===== config.mk =====
export PLATFORM = sky130hd
export DESIGN_NAME = pipeline_hazard_ctrl
export DESIGN_NICKNAME = d
export VERILOG_FILES = /design/src/rtl/pipe_pkg.sv /design/src/rtl/hazard_detect.sv /design/src/rtl/pipeline_hazard_ctrl.sv
export SDC_FILE = /design/constraint.sdc
export NUM_CORES = 1
export LEC_CHECK = 0
export CORE_ASPECT_RATIO = 1.75
export CORE_MARGIN = 1.5
export CORE_UTILIZATION = 42
export CTS_CLUSTER_DIAMETER = 200
export DETAILED_ROUTE_END_ITERATION = 16
export PLACE_DENSITY = 0.9
export SYNTH_ARGS = -nofsm -noshare
export SYNTH_HDL_FRONTEND = slang
export SYNTH_HIERARCHICAL = 1
export SYNTH_SLANG_ARGS = --single-unit
export TNS_END_PERCENT = 30

===== constraint.sdc =====
create_clock -name clk -period 2 [get_ports clk]
set_input_delay 0.3 -clock clk [delete_from_list [all_inputs] [get_ports clk]]
set_output_delay 0.3 -clock clk [all_outputs]
set_load 0.02 [all_outputs]

===== src/rtl/pipe_pkg.sv =====
// Shared opcode encodings and hazard-controller state type for the 5-stage RISC-V pipe.
package pipe_pkg;

  localparam logic [6:0] OP_LW     = 7'b0000011;
  localparam logic [6:0] OP_SW     = 7'b0100011;
  localparam logic [6:0] OP_R      = 7'b0110011;
  localparam logic [6:0] OP_I      = 7'b0010011;
  localparam logic [6:0] OP_BRANCH = 7'b1100011;
  localparam logic [6:0] OP_JAL    = 7'b1101111;
  localparam logic [6:0] OP_JALR   = 7'b1100111;

  typedef enum logic {S_RUN, S_MEM_WAIT} hz_state_t;

endpackage


===== src/rtl/hazard_detect.sv =====
// Combinational ID-vs-EX comparator: flags a load-use hazard and a branch/JALR operand hazard.
module hazard_detect
  import pipe_pkg::*;
(
  input  logic [6:0] opcode_id,
  input  logic [6:0] opcode_ex,
  input  logic [4:0] rs1_id,
  input  logic [4:0] rs2_id,
  input  logic       use_rs1_id,
  input  logic       use_rs2_id,
  input  logic [4:0] rd_ex,
  output logic       load_use,
  output logic       branch_stall
);

  logic lw_ex, rs1_hit, rs2_hit, br_id;

  assign lw_ex   = (opcode_ex == OP_LW) && (rd_ex != 5'd0);
  assign rs1_hit = use_rs1_id && (rs1_id == rd_ex);
  assign rs2_hit = use_rs2_id && (rs2_id == rd_ex);
  assign br_id   = (opcode_id == OP_BRANCH) || (opcode_id == OP_JALR);

  // A store's rs2 is only needed at MEM, where the load result forwards in time.
  assign load_use     = lw_ex && (rs1_hit || (rs2_hit && (opcode_id != OP_SW)));
  assign branch_stall = lw_ex && br_id && (rs1_hit || rs2_hit);

endmodule


===== src/rtl/pipeline_hazard_ctrl.sv =====
// Pipeline hazard controller: stalls, redirects, MEM-wait freeze and watchdog.
// Optional perf counters (stall_cnt/flush_cnt) when HAZARD_PERF_CNT_EN is defined.
module pipeline_hazard_ctrl
  import pipe_pkg::*;
#(
  parameter int WAIT_TIMEOUT = 255,
  parameter int CNT_W        = 16
) (
  input  logic             clk,
  input  logic             reset_n,
  input  logic [6:0]       opcode_id,
  input  logic [6:0]       opcode_ex,
  input  logic [6:0]       opcode_mem,
  input  logic [4:0]       rs1_id,
  input  logic [4:0]       rs2_id,
  input  logic             use_rs1_id,
  input  logic             use_rs2_id,
  input  logic [4:0]       rd_ex,
  input  logic             regwrite_ex,
  input  logic             branch_taken_id,
  input  logic             dmem_req,
  input  logic             dmem_ready,
  output logic             pc_write,
  output logic             ifid_write,
  output logic             idex_write,
  output logic             exmem_write,
  output logic             idex_bubble,
  output logic             memwb_bubble,
  output logic             ifid_flush,
  output logic             pc_redirect,
  output logic             mem_timeout
`ifdef HAZARD_PERF_CNT_EN
  ,
  output logic [CNT_W-1:0] stall_cnt,
  output logic [CNT_W-1:0] flush_cnt
`endif
);

  localparam int WAIT_W = 16;

  hz_state_t         state, state_nxt;
  logic [WAIT_W-1:0] wait_cnt;
  logic              load_use, branch_stall, stall, freeze;

  // MEM-stage producers are always forwarded; an EX LW always writes rd.
  logic unused_inputs;
  assign unused_inputs = ^{opcode_mem, regwrite_ex};

  hazard_detect u_detect (
    .opcode_id    (opcode_id),
    .opcode_ex    (opcode_ex),
    .rs1_id       (rs1_id),
    .rs2_id       (rs2_id),
    .use_rs1_id   (use_rs1_id),
    .use_rs2_id   (use_rs2_id),
    .rd_ex        (rd_ex),
    .load_use     (load_use),
    .branch_stall (branch_stall)
  );

  assign freeze = dmem_req && !dmem_ready;
  assign stall  = load_use || branch_stall;

  always_ff @(posedge clk or negedge reset_n) begin
    if (!reset_n) state <= S_RUN;
    else          state <= state_nxt;
  end

  always_comb begin
    state_nxt = state;
    case (state)
      S_RUN:      if (freeze)     state_nxt = S_MEM_WAIT;
      S_MEM_WAIT: if (dmem_ready) state_nxt = S_RUN;
      default:                    state_nxt = S_RUN;
    endcase
  end

  // Outputs depend only on current inputs; the state just feeds the watchdog.
  always_comb begin
    pc_write     = 1'b1;
    ifid_write   = 1'b1;
    idex_write   = 1'b1;
    exmem_write  = 1'b1;
    idex_bubble  = 1'b0;
    memwb_bubble = 1'b0;
    ifid_flush   = 1'b0;
    pc_redirect  = 1'b0;
    if (!reset_n) begin
      idex_bubble  = 1'b1;
      memwb_bubble = 1'b1;
    end else if (freeze) begin
      pc_write     = 1'b0;
      ifid_write   = 1'b0;
      idex_write   = 1'b0;
      exmem_write  = 1'b0;
      memwb_bubble = 1'b1;
    end else if (stall) begin
      pc_write    = 1'b0;
      ifid_write  = 1'b0;
      idex_bubble = 1'b1;
    end else if (branch_taken_id) begin
      pc_redirect = 1'b1;
      ifid_flush  = 1'b1;
    end
  end

  always_ff @(posedge clk or negedge reset_n) begin
    if (!reset_n) begin
      wait_cnt    <= '0;
      mem_timeout <= 1'b0;
    end else if (state == S_MEM_WAIT && state_nxt == S_MEM_WAIT) begin
      if (wait_cnt != '1) wait_cnt <= wait_cnt + 1'b1;
      if (wait_cnt >= WAIT_W'(WAIT_TIMEOUT - 1)) mem_timeout <= 1'b1;
    end else begin
      wait_cnt <= '0;
    end
  end

`ifdef HAZARD_PERF_CNT_EN
  always_ff @(posedge clk or negedge reset_n) begin
    if (!reset_n) begin
      stall_cnt <= '0;
      flush_cnt <= '0;
    end else begin
      if ((freeze || stall) && stall_cnt != '1) stall_cnt <= stall_cnt + 1'b1;
      if (ifid_flush && flush_cnt != '1)        flush_cnt <= flush_cnt + 1'b1;
    end
  end
`else
  logic [CNT_W-1:0] unused_cnt_w;
  assign unused_cnt_w = '0;
`endif

endmodule


==> flow_summary.json <==
{
  "area_growth_pct": 60.8,
  "cellLeakagePower_nw": 0.866,
  "crit_fanout": 2,
  "cts_buffers": 3,
  "die_w_um": 44.4,
  "startpoint_type": "input port",
  "port_buffers": 44,
  "yosysTopAreaCell": "dfrtp_1",
  "avgSynthCellArea_um2": 8.94,
  "nets": 253,
  "hold_ws_ns": 0.372,
  "drt_wl_total_um": 4710,
  "synth_cells": 141,
  "setup_viol": 5,
  "ys_seq_area_share_pct": 35.7,
  "cts_tree": "done",
  "post-place-ws_ns": -1.10,
  "synth_enable_flop_cells": 0,
  "rrSetupSlack_ns": 0.05,
  "fin_cells": 234,
  "synthTopCellsByArea": "dfrtp_1, xor2_1, nor2_1",
  "fmax_ghz": 0.442,
  "wl_per_cell_um": 20.1,
  "maxSlewHeadroom_pct": 65.6,
  "netlist.area_leader.share_pct": 35.7,
  "antenna_found_initial": 0,
  "ios": 53,
  "grt_overflow": 0,
  "maxSlewViolCount": 0,
  "outcome": "finished with violations",
  "peakVddDrop_uv": 293,
  "clock-sinks": 18,
  "start_util_pct": 43.5,
  "grt_pass1_wl_um": 7110,
  "drv_cap": 0,
  "worstReg2RegStart": "wait_cnt[0]",
  "vias": 1506,
  "grt_setup_unrepaired": "true",
  "ys_ff_latch": 18,
  "finalCritPeriodShare_pct": 113,
  "hp-class": "input port to asynchronous set/reset pin",
  "vias_per_cell": 6.44,
  "cp.required_ns": 1.70,
  "crit-reg2reg-capture": "wait_cnt[3]",
  "crit_arrival_ns": 1.96,
  "grt_max_degree": 18,
  "drt_iter0_markers": 114,
  "dp_hpwl_um": 3150,
  "synth.cell_area_um2": 1260,
  "insertion_delay_ns": 0.26,
  "layout-drive-gt1-share_pct": 28.6,
  "ctsHtreeMaxLevel": 1,
  "yosysMostFrequentCell": "dfrtp_1",
  "tightest_slew_ns": 0.512,
  "fin_setup_tns_ns": -1.31,
  "ys_async_sr_fraction_pct": 100,
  "rows": 26,
  "path_clk_slew_ns": 0.07,
  "syn_nets": 187,
  "yosys_warnings": 6,
  "fin_ws_ns": -0.265,
  "synth_common_cells": "dfrtp_1, nor2_1, nand2_1",
  "synth_ff_type": "dfrtp_1",
  "die-area_um2": 3350,
  "fillCellCount": 192,
  "violations": "negative setup slack",
  "critPathCaptureType": "output port",
  "clockBufferDepth": 2,
  "rr_worst_depth": 5,
  "first_pass_iters": 4,
  "ant_nets": 0,
  "skew_ns": 0.00276,
  "track_usage_pct": 29.3,
  "grt_pass1_vias": 1638,
  "power_density_nw_per_um2": 428,
  "antennaDiodeCount": 0,
  "die_height_um": 75.5,
  "finalCriticalPeriod_ns": 2.26,
  "drc_errors": 0,
  "post_synth_num_cell_types": 39,
  "finalHoldViolCount": 0,
  "core_area_um2": 2900,
  "root_buffer": "clkbuf_8",
  "cts_hold_buf": 0,
  "dp_cells": 226,
  "crit_type": "input port to output port",
  "routabilityCongestion": 0.948
}
kinds of logic (layout without fill, tap and decap cells):
logic type,Yosys count,in the layout,synth area share (%)
buf+inv,9,74,3.67
fa+ha+maj,2,2,1.99
xor+xnor,12,12,8.34
flops,18,18,35.7
compound gates,31,31,17.8
simple gates,69,69,32.5
power breakdown:
part	total, mW	switching [mW]	internal, mW
Sequential	0.369	0.00263	0.367
Clock	0.303	0.127	0.176
Combinational	0.195	0.0896	0.105
Total	0.867	0.219	0.648
critical path, cell delays in order:
cell and delay (ns):
buf_6 0.09, buf_4 0.12, xor2_1 0.16, nor4_2 0.34
buf_4 0.19, buf_4 0.12, nand3_4 0.08, a21oi_4 0.20
nor2_2 0.08, nand2_2 0.10, nor2_4 0.05, buf_6 0.13
metrics by stage:
| step | instance area (um2) | util, % | power [mW] |
|---|---|---|---|
| after detailed placement | 1850 | 63.8 | 0.554 |
| after global routing | 2030 | 70.0 | 0.902 |
| after floorplan | 1270 | - | 0.430 |
| after global placement | 1850 | 63.8 | 0.547 |
| final | 2030 | 70.0 | 0.867 |
| after CTS | 1970 | 68.2 | 0.854 |
how the worst max path moves through the flow:
stage,cells after the start,end,start,slack (ns)
final,12,pc_redirect,rd_ex[1],-0.26
after global routing,11,idex_bubble,rd_ex[1],-0.32
after CTS,9,idex_bubble,rd_ex[1],-0.28
after detailed placement,8,idex_bubble,rd_ex[2],-1.10
after global placement,8,idex_bubble,rd_ex[4],-0.94
after floorplan,6,pc_write,opcode_id[4],-0.004
cells in the final DEF (no fill, tap or decap), drive strengths merged, types with 3 or more instances in the layout:
cell / synthesis / layout
inv: 4 / 4
clkdlybuf4s15: 0 / 6
nand3b: 3 / 3
and4: 3 / 3
dfrtp: 18 / 18
nor2: 12 / 12
xnor2: 4 / 4
a31oi: 6 / 6
or4: 3 / 3
a21oi: 6 / 6
nand2: 10 / 10
nand4: 6 / 6
nand3: 8 / 8
buf: 4 / 30
nor4: 9 / 9
nand2b: 3 / 3
dlygate4sd2: 0 / 9
a211oi: 5 / 5
clkdlybuf4s50: 0 / 13
clkbuf: 1 / 6
nor3: 6 / 6
dlymetal6s2s: 0 / 6
xor2: 8 / 8
layer usage:
metal,global-route usage [%],vias to the layer above,wire length [um]
met3,5.92,31,296
met2,54.2,116,2730
li1,-,671,-
met5,0,-,0
met4,26.3,0,312
met1,25.4,688,1360
area by class of cell:
| class | count | area (um2) | area share, % |
|---|---|---|---|
| inverters | 4 | 15.0 | 0.741 |
| clock buffers | 4 | 55.1 | 2.72 |
| multi-input cells | 114 | 870 | 42.9 |
| repair buffers | 66 | 601 | 29.6 |
| flip-flops and latches | 18 | 450 | 22.2 |
| well taps | 28 | 35.0 | 1.73 |
registers in the layout, summed over array words and instances, names as in the netlist:
name,flops
wait_cnt,16
mem_timeout,1
state,1
what timing repair did:
action	4_1_cts	5_1_grt
resized for setup	73	22
endpoints found under the setup margin	8	7
pin swaps	19	11
setup buffers	3	1
endpoints found under the hold margin	0	0
Note: power is estimated with default switching activity, not from simulation.
